`src/rtl/load_store_unit_pkg.sv`:
```
// Shared definitions for the load/store unit: funct3 access codes, FSM state
// encoding and the request legality check used at accept time.
package load_store_unit_pkg;

  localparam int XLEN = 32;

  localparam logic [2:0] F3_B  = 3'b000;
  localparam logic [2:0] F3_H  = 3'b001;
  localparam logic [2:0] F3_W  = 3'b010;
  localparam logic [2:0] F3_BU = 3'b100;
  localparam logic [2:0] F3_HU = 3'b101;

  typedef enum logic [2:0] {
    S_IDLE     = 3'd0,
    S_LD_ISSUE = 3'd1,
    S_LD_CAPT  = 3'd2,
    S_RMW_RD   = 3'd3,
    S_RMW_MRG  = 3'd4,
    S_ST_WR    = 3'd5,
    S_RESP     = 3'd6
  } lsu_state_e;

  // A request is rejected for an unknown width, a sign-variant store, a
  // misaligned halfword/word or an address beyond the end of data memory.
  function automatic logic lsu_illegal(input logic            store,
                                       input logic [2:0]      f3,
                                       input logic [XLEN-1:0] addr,
                                       input logic [XLEN-1:0] limit);
    logic bad;
    bad = (addr >= limit);
    case (f3)
      F3_B, F3_BU: bad = bad;
      F3_H, F3_HU: bad = bad | addr[0];
      F3_W:        bad = bad | (addr[1:0] != 2'b00);
      default:     bad = 1'b1;
    endcase
    if (store && f3[2]) bad = 1'b1;
    return bad;
  endfunction

endpackage

```
`src/rtl/load_store_unit_if.sv`:
```
// CPU request/response and data-memory bus of the load/store unit.
// The slave modport is the unit itself; master is the CPU + memory side.
interface load_store_unit_if;

  logic                                 req_valid;
  logic                                 req_ready;
  logic                                 req_store;
  logic [2:0]                           req_funct3;
  logic [load_store_unit_pkg::XLEN-1:0] req_addr;
  logic [load_store_unit_pkg::XLEN-1:0] req_wdata;

  logic                                 resp_valid;
  logic [load_store_unit_pkg::XLEN-1:0] resp_rdata;
  logic                                 resp_err;

  logic                                 mem_read;
  logic                                 mem_write;
  logic [load_store_unit_pkg::XLEN-1:0] data_addr;
  logic [load_store_unit_pkg::XLEN-1:0] write_data;
  logic [load_store_unit_pkg::XLEN-1:0] read_data;

  modport slave (
    input  req_valid, req_store, req_funct3, req_addr, req_wdata, read_data,
    output req_ready, resp_valid, resp_rdata, resp_err,
           mem_read, mem_write, data_addr, write_data
  );

  modport master (
    output req_valid, req_store, req_funct3, req_addr, req_wdata, read_data,
    input  req_ready, resp_valid, resp_rdata, resp_err,
           mem_read, mem_write, data_addr, write_data
  );

endinterface

```
`src/rtl/load_store_unit_align.sv`:
```
// Byte/halfword lane logic: extract+extend a loaded word, and merge store data
// into a previously read word for sub-word read-modify-write.
module load_store_unit_align
  import load_store_unit_pkg::*;
(
  input  logic [XLEN-1:0] word,
  input  logic [15:0]     wdata,
  input  logic [1:0]      lane,
  input  logic [2:0]      funct3,
  output logic [XLEN-1:0] ext_data,
  output logic [XLEN-1:0] merged
);

  logic [7:0]         byte_sel;
  logic [15:0]        half_sel;
  logic signed [7:0]  byte_s;
  logic signed [15:0] half_s;

  always_comb begin
    byte_sel = word[{lane, 3'b000} +: 8];
    half_sel = lane[1] ? word[31:16] : word[15:0];
    byte_s   = byte_sel;
    half_s   = half_sel;

    ext_data = word;
    case (funct3)
      F3_B:    ext_data = XLEN'(byte_s);
      F3_H:    ext_data = XLEN'(half_s);
      F3_BU:   ext_data = {24'h0, byte_sel};
      F3_HU:   ext_data = {16'h0, half_sel};
      default: ext_data = word;
    endcase
  end

  // Only the addressed lane changes; every other byte keeps the value just read.
  always_comb begin
    merged = word;
    if (funct3 == F3_B) begin
      merged[{lane, 3'b000} +: 8] = wdata[7:0];
    end else if (funct3 == F3_H) begin
      if (lane[1]) merged[31:16] = wdata;
      else         merged[15:0]  = wdata;
    end
  end

endmodule

```
`src/rtl/load_store_unit.sv`:
```
// Load/store unit: sequences one CPU load/store at a time onto a word-wide data
// memory, with sub-word access, read-modify-write stores and request checking.
module load_store_unit
  import load_store_unit_pkg::*;
#(
  parameter int MEM_WORDS = 32,
  parameter int DEBUG     = 0
) (
  input  logic             clk,
  input  logic             reset,
  load_store_unit_if.slave bus
);

  localparam logic [XLEN-1:0] AddrLimit = 32'(MEM_WORDS * 4);

  lsu_state_e      state_q, state_d;
  logic [XLEN-1:0] addr_q;
  logic [XLEN-1:0] wdata_q;
  logic [2:0]      funct3_q;
  logic            store_q;
  logic            err_q;

  logic            resp_valid_q;
  logic            resp_err_q;
  logic [XLEN-1:0] resp_rdata_q;

  logic            accept;
  logic            req_illegal;
  logic [XLEN-1:0] ext_data;
  logic [XLEN-1:0] merged_data;

  assign accept      = bus.req_valid && (state_q == S_IDLE);
  assign req_illegal = lsu_illegal(bus.req_store, bus.req_funct3, bus.req_addr, AddrLimit);

  always_ff @(posedge clk or posedge reset) begin
    if (reset) state_q <= S_IDLE;
    else       state_q <= state_d;
  end

  always_comb begin
    state_d = state_q;
    case (state_q)
      S_IDLE: begin
        if (bus.req_valid) begin
          if (req_illegal)                 state_d = S_RESP;
          else if (!bus.req_store)         state_d = S_LD_ISSUE;
          else if (bus.req_funct3 == F3_W) state_d = S_ST_WR;
          else                             state_d = S_RMW_RD;
        end
      end
      S_LD_ISSUE: state_d = S_LD_CAPT;
      S_LD_CAPT:  state_d = S_RESP;
      S_RMW_RD:   state_d = S_RMW_MRG;
      S_RMW_MRG:  state_d = S_ST_WR;
      S_ST_WR:    state_d = S_RESP;
      S_RESP:     state_d = S_IDLE;
      default:    state_d = S_IDLE;
    endcase
  end

  load_store_unit_align u_align (
    .word     (bus.read_data),
    .wdata    (wdata_q[15:0]),
    .lane     (addr_q[1:0]),
    .funct3   (funct3_q),
    .ext_data (ext_data),
    .merged   (merged_data)
  );

  // wdata_q doubles as the load staging register, so resp_rdata only moves
  // together with resp_valid and otherwise holds the previous load result.
  always_ff @(posedge clk or posedge reset) begin
    if (reset) begin
      addr_q       <= '0;
      wdata_q      <= '0;
      funct3_q     <= '0;
      store_q      <= 1'b0;
      err_q        <= 1'b0;
      resp_valid_q <= 1'b0;
      resp_err_q   <= 1'b0;
      resp_rdata_q <= '0;
    end else begin
      resp_valid_q <= (state_q == S_RESP);
      if (accept) begin
        addr_q   <= bus.req_addr;
        wdata_q  <= bus.req_wdata;
        funct3_q <= bus.req_funct3;
        store_q  <= bus.req_store;
        err_q    <= req_illegal;
      end
      if (state_q == S_LD_CAPT) wdata_q <= ext_data;
      if (state_q == S_RMW_MRG) wdata_q <= merged_data;
      if (state_q == S_RESP) begin
        resp_err_q <= err_q;
        if (!err_q && !store_q) resp_rdata_q <= wdata_q;
      end
    end
  end

  // Memory strobes decode straight from the state so reset drops them at once.
  assign bus.req_ready  = (state_q == S_IDLE);
  assign bus.mem_read   = (state_q == S_LD_ISSUE) || (state_q == S_RMW_RD);
  assign bus.mem_write  = (state_q == S_ST_WR);
  assign bus.data_addr  = {addr_q[XLEN-1:2], 2'b00};
  assign bus.write_data = wdata_q;
  assign bus.resp_valid = resp_valid_q;
  assign bus.resp_err   = resp_err_q;
  assign bus.resp_rdata = resp_rdata_q;

  if (DEBUG != 0) begin : g_debug
    always_ff @(posedge clk) begin
      if (!reset) assert (!(bus.mem_read && bus.mem_write));
    end
  end

endmodule

```
`src/flat_wrapper.sv`:
```
// flat-port wrapper written by rule: the top's interface ports become plain ports
module load_store_unit_flat import load_store_unit_pkg::*;
#(
  parameter int MEM_WORDS = 32,
  parameter int DEBUG     = 0
)
  (clk, reset, bus_req_valid, bus_req_store, bus_req_funct3, bus_req_addr, bus_req_wdata, bus_read_data, bus_req_ready, bus_resp_valid, bus_resp_rdata, bus_resp_err, bus_mem_read, bus_mem_write, bus_data_addr, bus_write_data);
  load_store_unit_if bus_i ();
  input  logic clk;
  input  logic reset;
  input wire logic [$bits(bus_i.req_valid)-1:0] bus_req_valid;
  input wire logic [$bits(bus_i.req_store)-1:0] bus_req_store;
  input wire logic [$bits(bus_i.req_funct3)-1:0] bus_req_funct3;
  input wire logic [$bits(bus_i.req_addr)-1:0] bus_req_addr;
  input wire logic [$bits(bus_i.req_wdata)-1:0] bus_req_wdata;
  input wire logic [$bits(bus_i.read_data)-1:0] bus_read_data;
  output wire logic [$bits(bus_i.req_ready)-1:0] bus_req_ready;
  output wire logic [$bits(bus_i.resp_valid)-1:0] bus_resp_valid;
  output wire logic [$bits(bus_i.resp_rdata)-1:0] bus_resp_rdata;
  output wire logic [$bits(bus_i.resp_err)-1:0] bus_resp_err;
  output wire logic [$bits(bus_i.mem_read)-1:0] bus_mem_read;
  output wire logic [$bits(bus_i.mem_write)-1:0] bus_mem_write;
  output wire logic [$bits(bus_i.data_addr)-1:0] bus_data_addr;
  output wire logic [$bits(bus_i.write_data)-1:0] bus_write_data;
  assign bus_i.req_valid = bus_req_valid;
  assign bus_i.req_store = bus_req_store;
  assign bus_i.req_funct3 = bus_req_funct3;
  assign bus_i.req_addr = bus_req_addr;
  assign bus_i.req_wdata = bus_req_wdata;
  assign bus_i.read_data = bus_read_data;
  assign bus_req_ready = bus_i.req_ready;
  assign bus_resp_valid = bus_i.resp_valid;
  assign bus_resp_rdata = bus_i.resp_rdata;
  assign bus_resp_err = bus_i.resp_err;
  assign bus_mem_read = bus_i.mem_read;
  assign bus_mem_write = bus_i.mem_write;
  assign bus_data_addr = bus_i.data_addr;
  assign bus_write_data = bus_i.write_data;
  load_store_unit #(.MEM_WORDS(MEM_WORDS), .DEBUG(DEBUG)) u_core (.clk(clk), .reset(reset), .bus(bus_i));
endmodule
```
`config.mk`:
```
export PLATFORM = sky130hd
export DESIGN_NAME = load_store_unit_flat
export DESIGN_NICKNAME = d
export VERILOG_FILES = /design/src/rtl/load_store_unit_pkg.sv /design/src/rtl/load_store_unit_if.sv /design/src/rtl/load_store_unit_align.sv /design/src/rtl/load_store_unit.sv /design/src/flat_wrapper.sv
export SDC_FILE = /design/constraint.sdc
export NUM_CORES = 1
export LEC_CHECK = 0
export ABC_AREA = 1
export CORE_ASPECT_RATIO = 0.5
export CORE_MARGIN = 4
export CORE_UTILIZATION = 44
export DETAILED_ROUTE_END_ITERATION = 8
export GPL_TIMING_DRIVEN = 0
export PLACE_DENSITY = 0.75
export SLEW_MARGIN = 10
export SYNTH_ARGS = -nofsm -noshare
export SYNTH_HDL_FRONTEND = slang
export SYNTH_SLANG_ARGS = --single-unit
```
`constraint.sdc`:
```
create_clock -name clk -period 5.7 [get_ports clk]
set_clock_uncertainty 0.05 [all_clocks]
set_input_delay 1.14 -clock clk [delete_from_list [all_inputs] [get_ports clk]]
set_output_delay 1.14 -clock clk [all_outputs]
set_load 0.01 [all_outputs]
```
==> flow_metrics.tcl, run 1 <==
set metrics [dict create \
    netlist_area_um2 6595 \
    outcome "completed" \
    critPathSlowestCell "sky130_fd_sc_hd__clkdlybuf4s50_1" \
    start_kind "register" \
    num_antenna_cells 0 \
    power.combinational.fraction_pct 63.0 \
    postRouteWirelength_um 24340 \
    number_of_instances_in_the_placed_design 1317 \
    ctsHtreeMaxLevel 3 \
    initial_standard_cell_utilization_of_the_core_pct 45.22 \
    fp.dieH_um 94.57 \
    drive_above_1_share_pct 11.11 \
    synth-seq-cells 106 \
    avgSynthCellArea_um2 7.200 \
    async_flop_share_pct 100.0 \
    final_max_slew_viol_count 0 \
    grt_overflow 0 \
    synthTopCellsByCount "sky130_fd_sc_hd__nand2_1 (301), sky130_fd_sc_hd__dfrtp_1 (106), sky130_fd_sc_hd__o21ai_0 (92), sky130_fd_sc_hd__nor2_1 (68), sky130_fd_sc_hd__inv_1 (64)" \
    hold_viol_final 0 \
    reg2reg_start "u_core.addr_q[1]$_DFFE_PP0P_" \
    route.detailed.drc 0 \
    clock_insertion_delay_worst_skew_ns 0.35 \
    hold_class "reg -> reg" \
    max_slew.worst_pin.slew_ns 0.7018 \
    core_area_um2 14580 \
    power_report.internal_total_mw 2.872 \
    clock_power_share_pct 11.4 \
    synth_ff_type "sky130_fd_sc_hd__dfrtp_1" \
    layout.filler_cells 1380 \
    power_frac_seq_pct 25.6 \
    synth_edf_count 0 \
    number_of_optimization_iterations_in_the_first_detailed_route_pass 5 \
    power_density_of_the_placed_cells_nw_per_um2 586.8 \
    largest_fanout_of_any_net_on_the_critical_path 6 \
    max_freq_mhz 317.8 \
    final_cells 1332 \
    post_cts_clock_slew_at_the_launch_and_capture_registers_of_the_worst_setup_and_hold_paths_ns 0.08 \
    synthesis.instances 916 \
    final.min_clock_period_ns 3.147 \
    cts.sinks 106 \
    top_level_ports 204 \
    synth.top_cells.by_area "sky130_fd_sc_hd__dfrtp_1 (40%), sky130_fd_sc_hd__nand2_1 (17%), sky130_fd_sc_hd__o21ai_0 (7.0%)" \
    critical_path.endpoint_type "output pin" \
    nets 1238 \
    average_wire_per_cell_in_the_routed_design_um 18.27 \
    largest_net_degree_at_the_start_of_global_routing 60 \
    min-delay-start "u_core.addr_q[25]$_DFFE_PP0P_" \
    synth_sequential_area_ratio_pct 40.22 \
    chipWidth_um 181.1 \
    grt_pass1_wl_um 37850 \
    synth_top_cell_area_share_pct 40.22 \
    cts.path.max_buffers 2 \
    first_global_vias 6918 \
    cp_data_arrival_time_ns 1.96 \
    critical_path.cell_chain "inv_2, nor3_1, clkdlybuf4s50_1" \
    setup_violations 0 \
    cts-buffers-inserted 9 \
    hpwl_um 19380 \
    tritoncts "yes" \
    antenna_violations_before_repair 0 \
    p_leak_nw 4.335 \
    synth.largest_area_cell "sky130_fd_sc_hd__dfrtp_1" \
    critPathKind "reg -> out" \
    synth.most_common_cell "sky130_fd_sc_hd__nand2_1" \
    dp_worst_setup_slack_ns 2.700 \
    holdBufCountCts 0 \
    setup_ws_ns 2.553 \
    post-cts-setup-buffers 0 \
    worstPathRequired_ns 4.51 \
    critical_path.startpoint "u_core.state_q[2]$_DFFE_PP0P_" \
    routed-via-count 7065 \
    critPathMaxStageDelay_ns 0.63 \
    ys.warnings.count 0 \
    cts_resized 0 \
    postRouteAntennaNets 0 \
    gp_congestion 1.018 \
    fin_tns_setup_ns 0 \
    netSwitchingFraction_pct 46.61 \
    row_count 31 \
    power.switching_mw 2.507 \
    grt_setup_unrepaired "false" \
    max-slew-margin-rel_pct 53.21 \
    clock_tree.root_cell "sky130_fd_sc_hd__clkbuf_16" \
    irDropWorstVdd_mv 0.2503 \
    first_iter_violations 763 \
    die_area_um2 17130 \
    syn_to_final_growth_pct 38.99 \
    io_buffers 201 \
    cap_violations 0 \
    synth_cell_types 37 \
    period_share_pct 55.21 \
    groute.usage.overall_pct 28.14 \
    via_per_inst 5.304 \
]
-- final timing paths --
check	to	slack, ns	cells after the start
setup reg to reg	u_core.bus.write_data[21]$_DFFE_PP0P_	2.87	12
setup / recovery	bus_mem_write	2.55	3
min in group asynchronous	u_core.bus.write_data[23]$_DFFE_PP0P_	1.16	2
hold reg to reg	u_core.addr_q[25]$_DFFE_PP0P_	0.43	2
max in group asynchronous	u_core.bus.write_data[13]$_DFFE_PP0P_	3.79	3
hold / removal	u_core.addr_q[25]$_DFFE_PP0P_	0.43	2
-- power groups by stage --
stage | Clock [mW] | Combinational [mW] | Sequential (mW)
after floorplan | 0 | 1.88 | 1.43
after global placement | 0 | 3.31 | 1.37
after detailed placement | 0 | 3.34 | 1.38
after CTS | 0.612 | 3.36 | 1.37
after global routing | 0.644 | 3.71 | 1.42
final | 0.613 | 3.39 | 1.37
-- cell type report --
cell class | count | area, um^2 | share of cell area, %
inverters | 76 | 292.8 | 3.194
clock buffers | 9 | 225.2 | 2.457
flip-flops and latches | 106 | 2653 | 28.94
multi-input cells | 659 | 3171 | 34.59
repair buffers | 202 | 2039 | 22.25
clock inverters | 6 | 50.05 | 0.5460
well taps | 198 | 247.7 | 2.703
plain buffers | 76 | 488.0 | 5.324
-- registers in the layout (all words and copies together) (netlist names) --
register,cells
u_core.state_q,3
u_core.bus.resp_err,1
u_core.bus.write_data,32
u_core.bus.resp_valid,1
u_core.addr_q,32
u_core.funct3_q,3
u_core.store_q,1
u_core.bus.resp_rdata,32
u_core.err_q,1
-- logic make-up after synthesis --
| logic type | count (synthesis) | synth area share, % |
|---|---|---|
| fa+ha+maj | 5 | 0.9486 |
| simple gates | 424 | 27.41 |
| flops | 106 | 40.22 |
| buf+inv | 152 | 11.76 |
| mux | 9 | 1.992 |
| compound gates | 219 | 17.61 |
| other cells | 1 | 0.05686 |
-- cells in the final DEF (no fill, tap or decap), types with 3 or more instances in the layout --
master	instances
sky130_fd_sc_hd__or2_2	7
sky130_fd_sc_hd__buf_2	21
sky130_fd_sc_hd__o21ai_1	41
sky130_fd_sc_hd__clkbuf_1	11
sky130_fd_sc_hd__a21oi_1	55
sky130_fd_sc_hd__nand2_1	301
sky130_fd_sc_hd__buf_4	37
sky130_fd_sc_hd__ha_1	5
sky130_fd_sc_hd__nor3_1	4
sky130_fd_sc_hd__clkdlybuf4s50_1	201
sky130_fd_sc_hd__nor2_4	3
sky130_fd_sc_hd__mux2_4	8
sky130_fd_sc_hd__nor2_1	68
sky130_fd_sc_hd__o21ai_0	92
sky130_fd_sc_hd__inv_2	9
sky130_fd_sc_hd__nand3_4	4
sky130_fd_sc_hd__buf_6	5
sky130_fd_sc_hd__clkbuf_16	9
sky130_fd_sc_hd__o211ai_1	15
sky130_fd_sc_hd__inv_1	63
sky130_fd_sc_hd__dfrtp_1	106
sky130_fd_sc_hd__nand3_1	16
sky130_fd_sc_hd__nand2_2	5
sky130_fd_sc_hd__o22ai_1	14
sky130_fd_sc_hd__nand4_1	7
-- metrics by stage --
step	instance area (um^2)	util [%]	hold slack [ns]	power [mW]
after floorplan	6599	-	0.3995	3.304
after CTS	9166	62.85	0.4369	5.339
after global routing	9166	62.85	0.4549	5.776
after global placement	8859	60.74	0.4159	4.674
after detailed placement	8891	60.96	0.4167	4.711
final	9166	62.85	0.4349	5.379
-- metal layers --
metal / vias up / GRT usage [%] / wire [um]
met2: 316 / 43.56 / 10390
met3: 42 / 7.734 / 2389
met1: 3349 / 39.49 / 11100
met5: - / 0 / 0
li1: 3358 / - / -
met4: 0 / 6.991 / 460
-- worst max-delay path: cells and delay by family (launching register included) --
| kind | cells | cell delay (ns) |
|---|---|---|
| buffers and inverters | 2 | 0.76 |
| flip-flops | 1 | 0.52 |
| AND/OR/NAND/NOR | 1 | 0.32 |
(Power assumes the default switching activity.)
==> inputs of run 2 (changes only) <==
- CORE_UTILIZATION: 44 -> 43
- PLACE_DENSITY: 0.75 -> 0.77
- clock period: 5.7 -> 2.6 ns (I/O delays scaled with it)
==> flow_metrics.tcl, run 2 (synthesis results as in run 1) <==
set metrics [dict create \
    grt_overflow 0 \
    hpwl_um 19920 \
    report.power.total_mw 11.89 \
    postRouteWirelength_um 24880 \
    largest_fanout_of_any_net_on_the_critical_path 12 \
    grt_setup_unrepaired "true" \
    initial_standard_cell_utilization_of_the_core_pct 44.75 \
    grt_pass1_wl_um 38410 \
    critical_path.n_buffers_inverters 5 \
    mostFrequentLayoutCell "sky130_fd_sc_hd__nand2_1" \
    power.switching_mw 5.546 \
    cap_violations 0 \
    top_level_ports 204 \
    post_cts_clock_slew_at_the_launch_and_capture_registers_of_the_worst_setup_and_hold_paths_ns 0.08 \
    first_iter_violations 704 \
    layout_common_cells "sky130_fd_sc_hd__nand2_1 (301), sky130_fd_sc_hd__clkdlybuf4s50_1 (201), sky130_fd_sc_hd__dfrtp_1 (106)" \
    groute.usage.overall_pct 28.45 \
    power_frac_seq_pct 25.5 \
    max-slew-margin-rel_pct 54.90 \
    power_report.internal_total_mw 6.349 \
    worst-r2r-setup-slack_ns 0.13 \
    period_share_pct 95.14 \
    number_of_optimization_iterations_in_the_first_detailed_route_pass 5 \
    die_area_um2 17500 \
    critical_path.endpoint_type "register" \
    p_leak_nw 4.360 \
    max_freq_mhz 404.3 \
    setup_violations 0 \
    route.detailed.drc 0 \
    setup_ws_ns 0.1265 \
    final_max_slew_viol_count 0 \
    core_area_um2 14740 \
    cts.path.max_buffers 2 \
    clock_tree.root_cell "sky130_fd_sc_hd__clkbuf_16" \
    cp_data_arrival_time_ns 2.67 \
    netSwitchingFraction_pct 46.62 \
    clock_power_share_pct 11.4 \
    gp_congestion 0.9680 \
    critPathMaxStageDelay_ns 0.41 \
    max_slew.worst_pin.slew_ns 0.6765 \
    critPathKind "reg -> reg" \
    dp_worst_setup_slack_ns -0.07442 \
    fp.dieH_um 95.57 \
    chipWidth_um 183.1 \
    drive_above_1_share_pct 11.70 \
    postRouteAntennaNets 0 \
    antenna_violations_before_repair 0 \
    outcome "completed" \
    cts-buffers-inserted 9 \
    clock_insertion_delay_worst_skew_ns 0.36 \
    holdBufCountCts 0 \
    num_antenna_cells 0 \
    critical_path.cell_chain "buf_4, inv_1, buf_2, ha_1, clkinvlp_4, buf_4, nor2_1, a21oi_1, a21oi_1, nand2_1, nand2_1" \
    hold_class "reg -> reg" \
    nets 1241 \
    critPathSlowestCell "sky130_fd_sc_hd__dfrtp_1" \
    row_count 31 \
    average_wire_per_cell_in_the_routed_design_um 18.64 \
    power_density_of_the_placed_cells_nw_per_um2 1289 \
    final.min_clock_period_ns 2.474 \
    cts.sinks 106 \
    syn_to_final_growth_pct 39.97 \
    hold_viol_final 0 \
    ctsHtreeMaxLevel 3 \
    path_delay_family "buffers and inverters" \
    irDropWorstVdd_mv 0.6180 \
    largest_net_degree_at_the_start_of_global_routing 36 \
    power.combinational.fraction_pct 63.1 \
    start_kind "register" \
    tritoncts "yes" \
    routed-via-count 7136 \
    worstPathRequired_ns 2.80 \
    finalHoldWorstSlack_ns 0.4323 \
    io_buffers 201 \
    via_per_inst 5.345 \
    first_global_vias 6975 \
]
-- run 2: cell count changes in the layout (fill, tap and decap cells not counted), sizes merged --
cell,before,now
inv,76,75
clkbuf,20,19
buf,66,70
clkinvlp,1,2
-- run 2: power groups by stage --
| stage | registers (mW) | clock network (mW) | logic [mW] |
|---|---|---|---|
| floorplan | 3.13 | 0 | 4.11 |
| global placement | 3.00 | 0 | 7.23 |
| detailed placement | 3.04 | 0 | 7.32 |
| CTS | 3.02 | 1.36 | 7.36 |
| global route | 3.13 | 1.42 | 8.21 |
| finish | 3.04 | 1.35 | 7.51 |
-- run 2: layout make-up --
cell class / instances / area, um^2
clock inverters: 6 / 51.30
plain buffers: 75 / 484.2
repair buffers: 206 / 2095
inverters: 76 / 295.3
multi-input cells: 659 / 3181
well taps: 198 / 247.7
fillers: 1401 / 5508
clock buffers: 9 / 225.2
flip-flops and latches: 106 / 2653
-- run 2: worst reg2reg max path, stage by stage, from the launching register on --
cell and delay [ns]:
sky130_fd_sc_hd__dfrtp_1 0.41, sky130_fd_sc_hd__buf_4 0.18, sky130_fd_sc_hd__inv_1 0.14, sky130_fd_sc_hd__buf_2 0.28, sky130_fd_sc_hd__ha_1 0.33, sky130_fd_sc_hd__clkinvlp_4 0.17
sky130_fd_sc_hd__buf_4 0.14, sky130_fd_sc_hd__nor2_1 0.05, sky130_fd_sc_hd__a21oi_1 0.30, sky130_fd_sc_hd__a21oi_1 0.12, sky130_fd_sc_hd__nand2_1 0.14, sky130_fd_sc_hd__nand2_1 0.06
-- run 2: timing repair --
item / CTS / global route
setup buffers: 0 / 2
gates resized for setup: 1 / 3
endpoints found under the setup margin: 1 / 21
-- run 2: path summary, 6_finish.rpt --
| kind | cells after the start | start | to |
|---|---|---|---|
| min reg2reg | 2 | u_core.addr_q[27]$_DFFE_PP0P_ | u_core.addr_q[27]$_DFFE_PP0P_ |
| max | 11 | u_core.addr_q[1]$_DFFE_PP0P_ | u_core.bus.write_data[14]$_DFFE_PP0P_ |
| max in group asynchronous | 5 | reset | u_core.bus.resp_rdata[2]$_DFFE_PP0P_ |
| max reg2reg | 11 | u_core.addr_q[1]$_DFFE_PP0P_ | u_core.bus.write_data[14]$_DFFE_PP0P_ |
| min in group asynchronous | 2 | reset | u_core.addr_q[6]$_DFFE_PP0P_ |
| min | 2 | u_core.addr_q[27]$_DFFE_PP0P_ | u_core.addr_q[27]$_DFFE_PP0P_ |
-- run 2: layer usage --
metal  wire length [um]  share of wire, %  vias to the layer above  global-route usage, %
met2              10980                44                      362                  44.88
li1                   -                 -                     3364                      -
met4                314               1.3                        0                  5.948
met5                  0                 0                        -                      0
met1              11070                44                     3379                  39.83
met3               2518                10                       31                  7.431
-- run 2: per-stage QoR --
stage               std cells  setup TNS [ns]  utilization [%]  area [um^2]
finish                   1335               0            62.63         9231
global route             1335        -0.03060            62.63         9231
CTS                      1334               0            62.48         9209
detailed placement       1319        -0.07442            60.59         8930
global placement         1316          -34.67            60.13         8862
floorplan                 917               0                -         6603
==> edit 1 (settings of run 1) <==
Reset style: synchronous (`reset`), changed in 2 clocked blocks.
--- a/src/rtl/load_store_unit.sv
+++ b/src/rtl/load_store_unit.sv
@@ -32,7 +32,7 @@
   assign accept      = bus.req_valid && (state_q == S_IDLE);
   assign req_illegal = lsu_illegal(bus.req_store, bus.req_funct3, bus.req_addr, AddrLimit);
 
-  always_ff @(posedge clk or posedge reset) begin
+  always_ff @(posedge clk) begin
     if (reset) state_q <= S_IDLE;
     else       state_q <= state_d;
   end
@@ -69,7 +69,7 @@
 
   // wdata_q doubles as the load staging register, so resp_rdata only moves
   // together with resp_valid and otherwise holds the previous load result.
-  always_ff @(posedge clk or posedge reset) begin
+  always_ff @(posedge clk) begin
     if (reset) begin
       addr_q       <= '0;
       wdata_q      <= '0;
Behaviour: differs if reset is asserted again (counterexample within 4 cycles, from zero or initial values and one cycle with reset high); with reset held inactive, the same outputs for 4 cycles.
==> edit 1 against run 1 <==
  * Worst hold slack got worse by 0.021 ns
  * Clock power increased by 6.0%
  * Synthesized cell count increased by 21%
  * Fmax decreased by 4.8%
  * Routed wire length increased by 16%
  * Via count increased by 17%
  * Power decreased by 31%
  * First-iteration DRC count increased by 11%
  * Setup slack got worse by 0.16 ns
  * Cell area increased by 0.75%
  * Area after synthesis increased by 1.5%
  * Sequential cell count unchanged
==> edit 1: results (changes against run 1) <==
{| class="wikitable"
! Metric !! Value
|-
| Routed met2 length || 11800 um (was 10400 um)
|-
| Area contributors post-synth || dfxtp_1, nand2_1, a21oi_1 (was dfrtp_1, nand2_1, o21ai_0)
|-
| Wire length on met3 || 3330 um (was 2390 um)
|-
| Largest net degree at the start of global routing || 19 (was 60)
|-
| Leakage || 3.99 nW (was 4.34 nW)
|-
| IR drop worst, VDD || 0.000186 V (was 0.000250 V)
|-
| Non-filler instance count after layout || 1518 (was 1332)
|-
| Distinct cell type count after synthesis || 35 (was 37)
|-
| Fraction of registers with async set or reset after synthesis || 0% (was 100%)
|-
| Pre-CTS setup slack || 2.47 ns (was 2.70 ns)
|-
| Net count, final || 1424 (was 1238)
|-
| Startpoint of the most critical register-to-register path || u_core.addr_q[1] (unchanged)
|-
| Critical path origin || u_core.state_q[0] (was u_core.state_q[2])
|-
| Placed inst area || 8930 um2 (was 8890 um2)
|-
| Avg WL per Cell || 18.5 um (was 18.3 um)
|-
| Vias in the first global route || 7780 (was 6918)
|-
| Hold_sp || u_core.addr_q[8] (was u_core.addr_q[25])
|-
| Fraction of layout instances using a drive strength above 1 || 8.56% (was 11.1%)
|-
| Final critical-path setup slack || 2.40 ns (was 2.55 ns)
|-
| Port Buf Inserts || 199 (was 201)
|-
| Transition time at the pin with the least slew margin || 0.840 ns (was 0.702 ns)
|-
| Met3 GRT Util || 9.41% (was 7.73%)
|-
| Metal1 wirelength || 12500 um (was 11100 um)
|-
| Number of DRC markers after the initial detailed-route iteration || 844 (was 763)
|-
| M2 GR Usage || 49.0% (was 43.6%)
|-
| Met1 Use GR || 44.0% (was 39.5%)
|-
| Worst R2R Setup Slack || 2.94 ns (was 2.87 ns)
|-
| Largest area contributor in the netlist || dfxtp_1 (was dfrtp_1)
|-
| Mean instance size in the synthesized netlist || 6.06 um2 (was 7.20 um2)
|-
| End point of the critical path || bus_req_ready (was bus_mem_write)
|-
| Post-synthesis sequential area ratio || 31.7% (was 40.2%)
|-
| Biggest fanout along the worst timing path || 10 (was 6)
|-
| Result of the run || completed (unchanged)
|}
-- edit 1: area by class of cell --
cell class / count / area, um2
Clock inverter: 6 / 75.1
Sequential cell: 106 / 2120
Fill cell: 1358 / 5430
Tap cell: 198 / 248
Inverter: 63 / 239
Multi-Input combinational cell: 834 / 3760
Buffer: 103 / 576
Clock buffer: 9 / 225
Timing Repair Buffer: 199 / 1990
-- edit 1: where the power goes --
group / total [W] / internal [W] / switching (W)
Combinational: 0.00199 / 0.000772 / 0.00122
Sequential: 0.00106 / 0.000909 / 0.000149
Clock: 0.000650 / 0.000346 / 0.000305
Total: 0.00370 / 0.00203 / 0.00167
-- edit 1: worst min-delay path by stage --
stage / endpoint / slack (ns) / depth (start not counted)
after detailed placement: u_core.addr_q[3] / 0.40 / 2
after global routing: u_core.addr_q[29] / 0.44 / 2
after global placement: u_core.addr_q[23] / 0.40 / 2
final: u_core.addr_q[8] / 0.41 / 2
after CTS: u_core.addr_q[8] / 0.41 / 2
after floorplan: u_core.addr_q[2] / 0.39 / 2
-- edit 1: kinds of logic (layout without fill, tap and decap cells) --
family / Yosys count / after routing / share of synthesized area [%]
simple gates: 596 / 596 / 37.1
compound gates: 231 / 231 / 18.0
buf+inv: 166 / 380 / 12.2
flops: 106 / 106 / 31.7
fa+ha+maj: 5 / 5 / 0.935
other cells: 1 / 2 / 0.0560
-- edit 1: worst max-delay path, cell delays in order, from the launching register on --
cell and delay [ns]:
dfxtp_1 0.36, inv_2 0.12, nand2_4 0.10, nor2_8 0.16, buf_1 0.36, clkdlybuf4s50_1 0.64
==> edit 2 (config.mk and constraints of run 1) <==
Made on the original files. `MEM_WORDS` is set to 32 in 2 places; all go to 31.
--- a/src/rtl/load_store_unit.sv
+++ b/src/rtl/load_store_unit.sv
@@ -3,7 +3,7 @@
 module load_store_unit
   import load_store_unit_pkg::*;
 #(
-  parameter int MEM_WORDS = 32,
+  parameter int MEM_WORDS = 31,
   parameter int DEBUG     = 0
 ) (
   input  logic             clk,
--- a/src/flat_wrapper.sv
+++ b/src/flat_wrapper.sv
@@ -1,7 +1,7 @@
 // flat-port wrapper written by rule: the top's interface ports become plain ports
 module load_store_unit_flat import load_store_unit_pkg::*;
 #(
-  parameter int MEM_WORDS = 32,
+  parameter int MEM_WORDS = 31,
   parameter int DEBUG     = 0
 )
   (clk, reset, bus_req_valid, bus_req_store, bus_req_funct3, bus_req_addr, bus_req_wdata, bus_read_data, bus_req_ready, bus_resp_valid, bus_resp_rdata, bus_resp_err, bus_mem_read, bus_mem_write, bus_data_addr, bus_write_data);
Formal check against the unedited RTL: not equivalent (Yosys sat finds a counterexample within 4 cycles, from zero or initial values and one cycle with reset high).
==> edit 2 against run 1 <==
  * Area after synthesis is 0.17% lower
  * Critical endpoint is now bus_req_ready
  * Sequential cell count stayed put
  * Routed wire length is 3.4% higher
  * Via count is 0.21% higher
  * Largest cell class unchanged
  * Cell area is 0.22% higher
  * Sequential share of layout area is 0.063 points lower
  * Setup slack better by 0.19 ns
  * Global-route usage is 1.1 points higher
  * Synthesized cell count is 0.11% lower
  * Power is 1.6% higher
==> edit 2: results (changes against run 1) <==
{| class="wikitable"
! Metric !! Value
|-
| Biggest fanout along the worst timing path || 5 (was 6)
|-
| Transition time at the pin with the least slew margin || 0.751 ns (was 0.702 ns)
|-
| Maximum level of the CTS H-tree || 3 (unchanged)
|-
| Top cell types by occurrence after synthesis || nand2_1, dfrtp_1, nor2_1, o21ai_0, a21oi_1 (was nand2_1, dfrtp_1, o21ai_0, nor2_1, inv_1)
|-
| Leakage || 4.39 nW (was 4.34 nW)
|-
| Critical path origin || u_core.state_q[1] (was u_core.state_q[2])
|-
| Count of flip-flops with a built-in enable after synthesis || 0 (unchanged)
|-
| Reg-to-reg endpoint || u_core.bus.write_data[31] (was u_core.bus.write_data[21])
|-
| Worst R2R Path Depth || 13 (was 12)
|-
| Global-route usage over all layers || 29.3% (was 28.1%)
|-
| Distinct cell type count after synthesis || 39 (was 37)
|-
| Detailed-router iteration count before antenna repair || 5 (unchanged)
|-
| Met3 GRT Util || 8.00% (was 7.73%)
|-
| Result of the run || completed (unchanged)
|-
| Fraction of layout instances using a drive strength above 1 || 10.1% (was 11.1%)
|-
| Area contributors post-synth || dfrtp_1, nand2_1, o21ai_0 (unchanged)
|-
| Path type of the worst min-delay path || flop to flop (unchanged)
|-
| Net count, final || 1237 (was 1238)
|-
| Total vias in the final route || 7080 (was 7065)
|-
| Avg WL per Cell || 18.9 um (was 18.3 um)
|-
| IR drop worst, VDD || 0.000236 V (was 0.000250 V)
|-
| Total placed cells including tap cells || 1316 (was 1317)
|-
| Met1 Use GR || 41.3% (was 39.5%)
|-
| M2 GR Usage || 46.1% (was 43.6%)
|-
| Per-cell via count in the routed design || 5.32 (was 5.30)
|-
| Post-synthesis sequential area ratio || 40.3% (was 40.2%)
|-
| Final RePlAce weighted congestion || 1.02 (about the same)
|-
| Critical Path AT || 1.77 ns (was 1.96 ns)
|-
| Filler cell count || 1314 (was 1380)
|-
| End point of the critical path || bus_req_ready (was bus_mem_write)
|-
| Number of DRC markers after the initial detailed-route iteration || 677 (was 763)
|-
| Wire length of the first global-routing pass || 39200 um (was 37800 um)
|-
| Worst R2R Setup Slack || 3.26 ns (was 2.87 ns)
|}
-- edit 2: cell types whose count changed in the layout (fill, tap and decap cells not counted), moves of 6 or more --
cell,run 1,this run
o21bai_1,0,7
a21oi_1,55,66
o22ai_1,14,2
nand3_1,16,28
o21ai_0,92,80
clkbuf_1,11,17
nand2_1,301,290
nor2_1,68,86
or2_2,7,1
o2111ai_1,0,8
o21ai_1,41,24
-- edit 2: cell families after synthesis --
group           after synthesis  share of synthesized area, %
mux                          13                          2.79
buf+inv                     149                          11.3
simple gates                436                          27.6
other cells                   1                        0.0570
compound gates              205                          17.0
fa+ha+maj                     5                         0.950
flops                       106                          40.3
-- edit 2: report_power, final --
group | internal, W | switching [W] | total (W)
Combinational | 0.00145 | 0.00193 | 0.00338
Sequential | 0.00113 | 0.000284 | 0.00142
Clock | 0.000351 | 0.000315 | 0.000665
-- edit 2: worst min path at each step --
stage	start	end	cells past startpoint
6_report	u_core.addr_q[24]	u_core.addr_q[24]	2
5_1_grt	u_core.addr_q[7]	u_core.addr_q[7]	2
4_1_cts	u_core.addr_q[24]	u_core.addr_q[24]	2
3_5_place_dp	u_core.addr_q[7]	u_core.addr_q[7]	2
3_3_place_gp	u_core.addr_q[8]	u_core.addr_q[8]	2
2_1_floorplan	u_core.store_q	u_core.store_q	2
-- edit 2: final cells by class --
| type | count | share of cell area, % |
|---|---|---|
| clock buffers | 9 | 2.45 |
| plain buffers | 76 | 5.11 |
| repair buffers | 202 | 22.2 |
| multi-input cells | 661 | 34.7 |
| flip-flops and latches | 106 | 28.9 |
| clock inverters | 7 | 0.885 |
| well taps | 198 | 2.70 |
| inverters | 73 | 3.05 |
-- edit 2: through the flow --
step                power [W]  cell area (um2)  hold WS, ns  setup slack (ns)
floorplan             0.00329             6590        0.400              1.72
global placement      0.00469             8850        0.416             0.245
detailed placement    0.00474             8880        0.416              2.53
CTS                   0.00543             9190        0.439              2.75
global route          0.00585             9190        0.461              2.64
finish                0.00546             9190        0.435              2.74
-- edit 2: worst max-delay path: stages (launching register included) --
cell and delay, ns:
dfrtp_1 0.43, inv_2 0.13, nand2_1 0.11, nor2_4 0.16, clkdlybuf4s50_1 0.58
-- edit 2: layer usage --
metal | up-vias | share of wire, %
met5 | - | 0
met4 | 0 | 0.87
met3 | 21 | 10
met2 | 332 | 43
met1 | 3354 | 46
li1 | 3373 | -
